File: src/rtl/i2c_tgt_pkg.sv
// i2c_tgt_pkg: shared types and constants for the I2C target register file.
//   i2c_tgt_state_e    - protocol FSM state encoding (also exported on DBG_STATE_O)
//   I2C_BITS_PER_BYTE  - data bits per byte before the ACK slot
//   I2C_RW_READ        - value of the R/W bit that requests a read
package i2c_tgt_pkg;

    typedef enum logic [3:0] {
        ST_IDLE      = 4'd0,
        ST_ADDR      = 4'd1,
        ST_ADDR_ACK  = 4'd2,
        ST_PTR       = 4'd3,
        ST_PTR_ACK   = 4'd4,
        ST_WDATA     = 4'd5,
        ST_WDATA_ACK = 4'd6,
        ST_RDATA     = 4'd7,
        ST_RDATA_ACK = 4'd8,
        ST_IGNORE    = 4'd9
    } i2c_tgt_state_e;

    localparam logic [3:0] I2C_BITS_PER_BYTE = 4'd8;
    localparam logic       I2C_RW_READ       = 1'b1;

endpackage

File: src/rtl/i2c_tgt_line_cond.sv
// i2c_tgt_line_cond: conditions one open-drain bus line into the system clock domain.
// A 2-flop synchronizer feeds a registered edge detector. When the macro
// I2C_TGT_GLITCH_FILTER_EN is defined, a 3-sample majority filter sits between
// the synchronizer and the edge detector, suppressing 1-cycle pulses (+2 cycles latency).
// Ports:
//   clk   in   system clock
//   rst   in   asynchronous active-high reset (line assumed idle-high)
//   line  in   raw resolved bus line
//   level out  conditioned line level, aligned with rise/fall
//   rise  out  one-cycle pulse on a 0->1 transition
//   fall  out  one-cycle pulse on a 1->0 transition
module i2c_tgt_line_cond (
    input  logic clk,
    input  logic rst,
    input  logic line,
    output logic level,
    output logic rise,
    output logic fall
);

    logic s1, s2, cond, level_q;

    always_ff @(posedge clk or posedge rst) begin
        if (rst) begin
            s1 <= 1'b1;
            s2 <= 1'b1;
        end else begin
            s1 <= line;
            s2 <= s1;
        end
    end

`ifdef I2C_TGT_GLITCH_FILTER_EN
    logic [1:0] hist;
    logic       filt_q;

    // A new level must be seen on two of the last three samples to pass.
    always_ff @(posedge clk or posedge rst) begin
        if (rst) begin
            hist   <= 2'b11;
            filt_q <= 1'b1;
        end else begin
            hist   <= {hist[0], s2};
            filt_q <= (s2 & hist[0]) | (s2 & hist[1]) | (hist[0] & hist[1]);
        end
    end
    assign cond = filt_q;
`else
    assign cond = s2;
`endif

    always_ff @(posedge clk or posedge rst) begin
        if (rst) begin
            level_q <= 1'b1;
            rise    <= 1'b0;
            fall    <= 1'b0;
        end else begin
            level_q <= cond;
            rise    <= cond & ~level_q;
            fall    <= ~cond & level_q;
        end
    end

    assign level = level_q;

endmodule

File: src/rtl/i2c_target_regfile.sv
// i2c_target_regfile: I2C target with a DEPTH-entry byte register file.
// Matches TGT_ADDR, ACKs, loads a pointer on the first written byte, stores
// following bytes with pointer auto-increment and serves reads from the pointer.
// Optional macro: I2C_TGT_GLITCH_FILTER_EN (majority filter in the line conditioners).
// Ports:
//   CLK_I         in   system clock (>= 16x SCL)
//   RESET         in   asynchronous active-high reset
//   SCL_PAD_I     in   resolved SCL line
//   SDA_PAD_I     in   resolved SDA line
//   SDA_PAD_O     out  SDA drive value, always 0
//   SDA_PADOEN_O  out  SDA output enable, active-low (0 pulls low, 1 releases)
//   WR_STB_O      out  write strobe
//   WR_ADDR_O     out  register index of the last stored byte
//   WR_DATA_O     out  last stored byte
//   BUSY_O        out  high from an address-matched ACK until STOP or START
//   DBG_STATE_O   out  current FSM state (i2c_tgt_state_e encoding)
// Write report protocol: WR_STB_O is a single-cycle valid with no ready; the
// consumer must accept it in that cycle. WR_ADDR_O/WR_DATA_O are valid while
// WR_STB_O is high and hold their values until the next strobe.
module i2c_target_regfile
    import i2c_tgt_pkg::*;
#(
    parameter logic [6:0] TGT_ADDR = 7'h50,
    parameter int         DEPTH    = 16
) (
    input  logic                     CLK_I,
    input  logic                     RESET,
    input  logic                     SCL_PAD_I,
    input  logic                     SDA_PAD_I,
    output logic                     SDA_PAD_O,
    output logic                     SDA_PADOEN_O,
    output logic                     WR_STB_O,
    output logic [$clog2(DEPTH)-1:0] WR_ADDR_O,
    output logic [7:0]               WR_DATA_O,
    output logic                     BUSY_O,
    output logic [3:0]               DBG_STATE_O
);

    localparam int PW = $clog2(DEPTH);

    logic scl_lvl, scl_rise, scl_fall;
    logic sda_lvl, sda_rise, sda_fall;
    logic start_evt, stop_evt, mem_we;

    i2c_tgt_state_e state;
    logic [3:0]     bit_cnt;
    logic [7:0]     shreg;
    logic [PW-1:0]  ptr;
    logic           sda_oen;
    logic [7:0]     mem [DEPTH];
    logic [7:0]     mem_rd;

    i2c_tgt_line_cond u_scl (.clk(CLK_I), .rst(RESET), .line(SCL_PAD_I),
                             .level(scl_lvl), .rise(scl_rise), .fall(scl_fall));
    i2c_tgt_line_cond u_sda (.clk(CLK_I), .rst(RESET), .line(SDA_PAD_I),
                             .level(sda_lvl), .rise(sda_rise), .fall(sda_fall));

    // Both lines share the same pipeline, so scl_lvl is aligned with the SDA edges.
    assign start_evt = sda_fall & scl_lvl;
    assign stop_evt  = sda_rise & scl_lvl;
    assign mem_rd    = mem[ptr];
    assign mem_we    = !start_evt && !stop_evt && (state == ST_WDATA) &&
                       scl_fall && (bit_cnt == I2C_BITS_PER_BYTE);

    always_ff @(posedge CLK_I or posedge RESET) begin
        if (RESET) begin
            state     <= ST_IDLE;
            bit_cnt   <= 4'd0;
            shreg     <= 8'd0;
            ptr       <= '0;
            sda_oen   <= 1'b1;
            WR_STB_O  <= 1'b0;
            WR_ADDR_O <= '0;
            WR_DATA_O <= 8'd0;
            BUSY_O    <= 1'b0;
        end else begin
            WR_STB_O <= 1'b0;
            if (start_evt) begin
                state   <= ST_ADDR;
                bit_cnt <= 4'd0;
                sda_oen <= 1'b1;
                BUSY_O  <= 1'b0;
            end else if (stop_evt) begin
                state   <= ST_IDLE;
                bit_cnt <= 4'd0;
                sda_oen <= 1'b1;
                BUSY_O  <= 1'b0;
            end else begin
                unique case (state)
                    ST_ADDR, ST_PTR, ST_WDATA: begin
                        if (scl_rise && bit_cnt != I2C_BITS_PER_BYTE) begin
                            shreg   <= {shreg[6:0], sda_lvl};
                            bit_cnt <= bit_cnt + 4'd1;
                        end else if (scl_fall && bit_cnt == I2C_BITS_PER_BYTE) begin
                            bit_cnt <= 4'd0;
                            if (state == ST_ADDR) begin
                                if (shreg[7:1] == TGT_ADDR) begin
                                    state   <= ST_ADDR_ACK;
                                    sda_oen <= 1'b0;
                                    BUSY_O  <= 1'b1;
                                end else begin
                                    state <= ST_IGNORE;
                                end
                            end else if (state == ST_PTR) begin
                                ptr     <= shreg[PW-1:0];
                                state   <= ST_PTR_ACK;
                                sda_oen <= 1'b0;
                            end else begin
                                WR_STB_O  <= 1'b1;
                                WR_ADDR_O <= ptr;
                                WR_DATA_O <= shreg;
                                ptr       <= ptr + 1'b1;
                                state     <= ST_WDATA_ACK;
                                sda_oen   <= 1'b0;
                            end
                        end
                    end
                    ST_ADDR_ACK: begin
                        // shreg still holds the address byte, so bit 0 is R/W.
                        if (scl_fall) begin
                            if (shreg[0] == I2C_RW_READ) begin
                                state   <= ST_RDATA;
                                shreg   <= mem_rd;
                                sda_oen <= mem_rd[7];
                            end else begin
                                state   <= ST_PTR;
                                sda_oen <= 1'b1;
                            end
                        end
                    end
                    ST_PTR_ACK, ST_WDATA_ACK: begin
                        if (scl_fall) begin
                            state   <= ST_WDATA;
                            sda_oen <= 1'b1;
                        end
                    end
                    ST_RDATA: begin
                        // bit_cnt counts bits already sampled by the master;
                        // 7-bit_cnt is the next bit to present (MSB first).
                        if (scl_rise && bit_cnt != I2C_BITS_PER_BYTE) begin
                            bit_cnt <= bit_cnt + 4'd1;
                        end else if (scl_fall) begin
                            if (bit_cnt == I2C_BITS_PER_BYTE) begin
                                state   <= ST_RDATA_ACK;
                                sda_oen <= 1'b1;
                            end else begin
                                sda_oen <= shreg[~bit_cnt[2:0]];
                            end
                        end
                    end
                    ST_RDATA_ACK: begin
                        // A NACK leaves on the rise, so any fall seen here follows an ACK.
                        if (scl_rise) begin
                            if (sda_lvl) state <= ST_IGNORE;
                            else         ptr   <= ptr + 1'b1;
                        end else if (scl_fall) begin
                            state   <= ST_RDATA;
                            bit_cnt <= 4'd0;
                            shreg   <= mem_rd;
                            sda_oen <= mem_rd[7];
                        end
                    end
                    default: begin
                        // IDLE and IGNORE wait for START/STOP only.
                    end
                endcase
            end
        end
    end

    // Register storage is deliberately left without reset.
    always_ff @(posedge CLK_I) begin
        if (mem_we) mem[ptr] <= shreg;
    end

    assign SDA_PAD_O    = 1'b0;
    assign SDA_PADOEN_O = sda_oen;
    assign DBG_STATE_O  = state;

endmodule
File: config.mk
export PLATFORM = sky130hd
export DESIGN_NAME = i2c_target_regfile
export DESIGN_NICKNAME = d
export VERILOG_FILES = /design/src/rtl/i2c_tgt_pkg.sv /design/src/rtl/i2c_tgt_line_cond.sv /design/src/rtl/i2c_target_regfile.sv
export SDC_FILE = /design/constraint.sdc
export NUM_CORES = 1
export LEC_CHECK = 0
export BUFFER_PORTS_ARGS = -buffer_cell sky130_fd_sc_hd__buf_2
export CAP_MARGIN = 10
export CELL_PAD_IN_SITES_DETAIL_PLACEMENT = 1
export CELL_PAD_IN_SITES_GLOBAL_PLACEMENT = 1
export CORE_UTILIZATION = 50
export DETAILED_ROUTE_END_ITERATION = 8
export HOLD_SLACK_MARGIN = 0.12
export PLACE_DENSITY = 0.74
export SLEW_MARGIN = 20
export SYNTH_ARGS = -nofsm -noshare
export SYNTH_HDL_FRONTEND = slang
export SYNTH_SLANG_ARGS = --single-unit
export TNS_END_PERCENT = 10
File: constraint.sdc
create_clock -name CLK_I -period 4.1 [get_ports CLK_I]
set_input_delay 0.205 -clock CLK_I [delete_from_list [all_inputs] [get_ports CLK_I]]
set_output_delay 0.205 -clock CLK_I [all_outputs]
set_load 0.05 [all_outputs]
==> reports/summary.txt <==
status = complete, no violations
CP Launch Type = flip-flop
Net count, final = 495
ANT cells = 0
clk_lat worst skew = 0.43 ns
fin crit share = 74.80%
Die W = 124.0 um
final setup violation count = 0
Rel. slew slack = 33.10%
syn_nets = 470
Syn. warnings = 0
top layer reached by signal wires = met4
Seq cells post-synth = 173
most common cell after layout, fill and taps aside = edfxtp_1
initial antenna violation count = 0
RSZ-0062 raised after global routing = false
H-tree lvl count = 4
Max Slew Vio Count = 0
total vias in the final route = 4,222
DRC errors left = 0
WL final = 16,960 um
Final Skew = 0.01307 ns
Max Freq = 326.1 MHz
register area share after synthesis = 66.85%
Final Power = 5139 uW
Post-Layout Cell Count = 682
CTS clk-pin slew, worst paths = 0.07 ns
WL met2 = 8120 um
worst path required time = 4.16 ns
multi-input logic area = 2298 sq um
row cnt = 44
most frequent cells in the layout = edfxtp_1, dfrtp_1, mux4_2
Post-CTS Setup Inserts = 0
I/O pins = 24
Cells after DPL = 647
wl on met1 = 7512 um
# fillers = 1,349
Reg area = 4980 sq um
first-pass GRT wire length = 26,020 um
VDD IR max = 0.4484 mV
Initial Utilization = 51.24%
Detailed Routing Iterations Pass 1 = 5
CTS tree = done
DR iter-0 viols = 456
GR Util All Layers = 24.18%
synthesized cell area = 7447 sq um
Syn Inst Count = 460
Pwr Density = 619.1 nW/um^2
Fin. Hold Viols = 0
Worst-Margin Slew = 1.004 ns
maximum clock insertion buffer count = 2
vias in the first global route = 4,273
CTS Buf Count = 17
Crit. End Element = flip-flop
crit path time final = 3.067 ns
Pleak = 0.002881 uW
P&R area growth vs syn = 11.46%
ys flop type = edfxtp_1
layout cells sized above 1 = 23.29%
clk sink count = 173
r2r setup slk = 1.03 ns
CP arrival = 3.13 ns
kind of critical path = flip-flop to flip-flop
Resize count post-CTS = 0
GRT overflow = 0
Worst Path Max Fanout = 17
hold crit path type = flip-flop to flip-flop
ys async rst share = 26.01%
hold buffer count at cts = 3
number of synthesized flops with an enable pin = 128
Max Cap Viol = 0
Root Driver = clkbuf_16
synthesized area per cell = 16.19 sq um
core area = 14,530 sq um
Netlist cell types = 64
Die H = 124.0 um
largest net degree at the start of global routing = 46
Port Buffer Count = 22
HPWL after detailed placement = 10,510 um
WL/cell = 24.87 um
met3 WL = 1087 um
TNS Setup = 0 ns
Final ANT Viol Nets = 0
number of vias per cell = 6.191
Final GP Congestion = 0.8462
die area = 15,390 sq um
state kept, by name (all words and copies together), names as in the netlist, 4 cells and up:
name,cells
DBG_STATE_O,4
mem,128
bit_cnt,4
shreg,8
ptr,4
WR_ADDR_O,4
WR_DATA_O,8
area by class of cell:
cell class	instances	area share, %
multi-input cells	250	27.69
clock buffers	20	5.381
flip-flops and latches	173	59.99
repair buffers	35	2.593
clock inverters	12	1.206
inverters	8	0.3618
well taps	184	2.774
critical path, stage by stage, from the launching register on:
cell and delay (ns):
dfrtp_1 0.40, o21ai_1 0.41, nand4_1 0.18, nor2_2 0.73, nand2_1 0.33, nor2_1 0.66
worst paths after layout:
path / start / to / cells past startpoint
max: u_sda.rise / mem[4][2] / 5
min reg2reg: u_scl.s1 / u_scl.cond / 0
max in group asynchronous: RESET / ptr[0] / 3
min: u_scl.s1 / u_scl.cond / 0
max reg2reg: u_sda.rise / mem[4][2] / 5
min in group asynchronous: RESET / WR_DATA_O[3] / 3
stage by stage:
stage	hold slack, ns	setup WS [ns]	utilization (%)	area (sq um)
2_1_floorplan	0.2095	1.136	-	7447
3_3_place_gp	0.3120	1.185	53.14	7724
3_5_place_dp	0.3140	0.9699	53.14	7724
4_1_cts	0.3580	0.9775	57.11	8300
5_1_grt	0.3653	0.8024	57.11	8300
6_report	0.3578	1.033	57.11	8300
metal layers:
layer | track usage (%) | vias to the layer above
met2 | 35.95 | 161
li1 | - | 1848
met5 | 0 | -
met4 | 7.143 | 0
met1 | 34.79 | 2189
met3 | 6.868 | 24
report_power, final:
part / total (uW) / internal, uW / leakage (uW) / switching (uW)
logic: 1110 / 468 / 0.000897 / 645
clock network: 1510 / 809 / 0.000276 / 701
registers: 2520 / 2150 / 0.00171 / 370
logic make-up after synthesis:
group	share of synthesized area, %
buf+inv	2.285
fa+ha+maj	1.008
xor+xnor	0.1176
mux	15.88
compound gates	6.015
other cells	0.05035
simple gates	7.796
flops	66.85
synth_stat cells, types with 8 or more instances:
library cell	instances	area (sq um)
nor2b_1	9	56.30
nand2_1	17	63.81
mux2_1	14	157.7
dfrtp_1	38	950.9
mux4_2	35	788.3
nor3_1	17	85.08
buf_2	10	50.05
edfxtp_1	128	3844
mux2i_1	15	150.1
a21oi_1	21	105.1
clkbuf_1	13	48.80
nor2_1	29	108.9
nand3_1	8	40.04
Power figures use the tool's default switching activity.
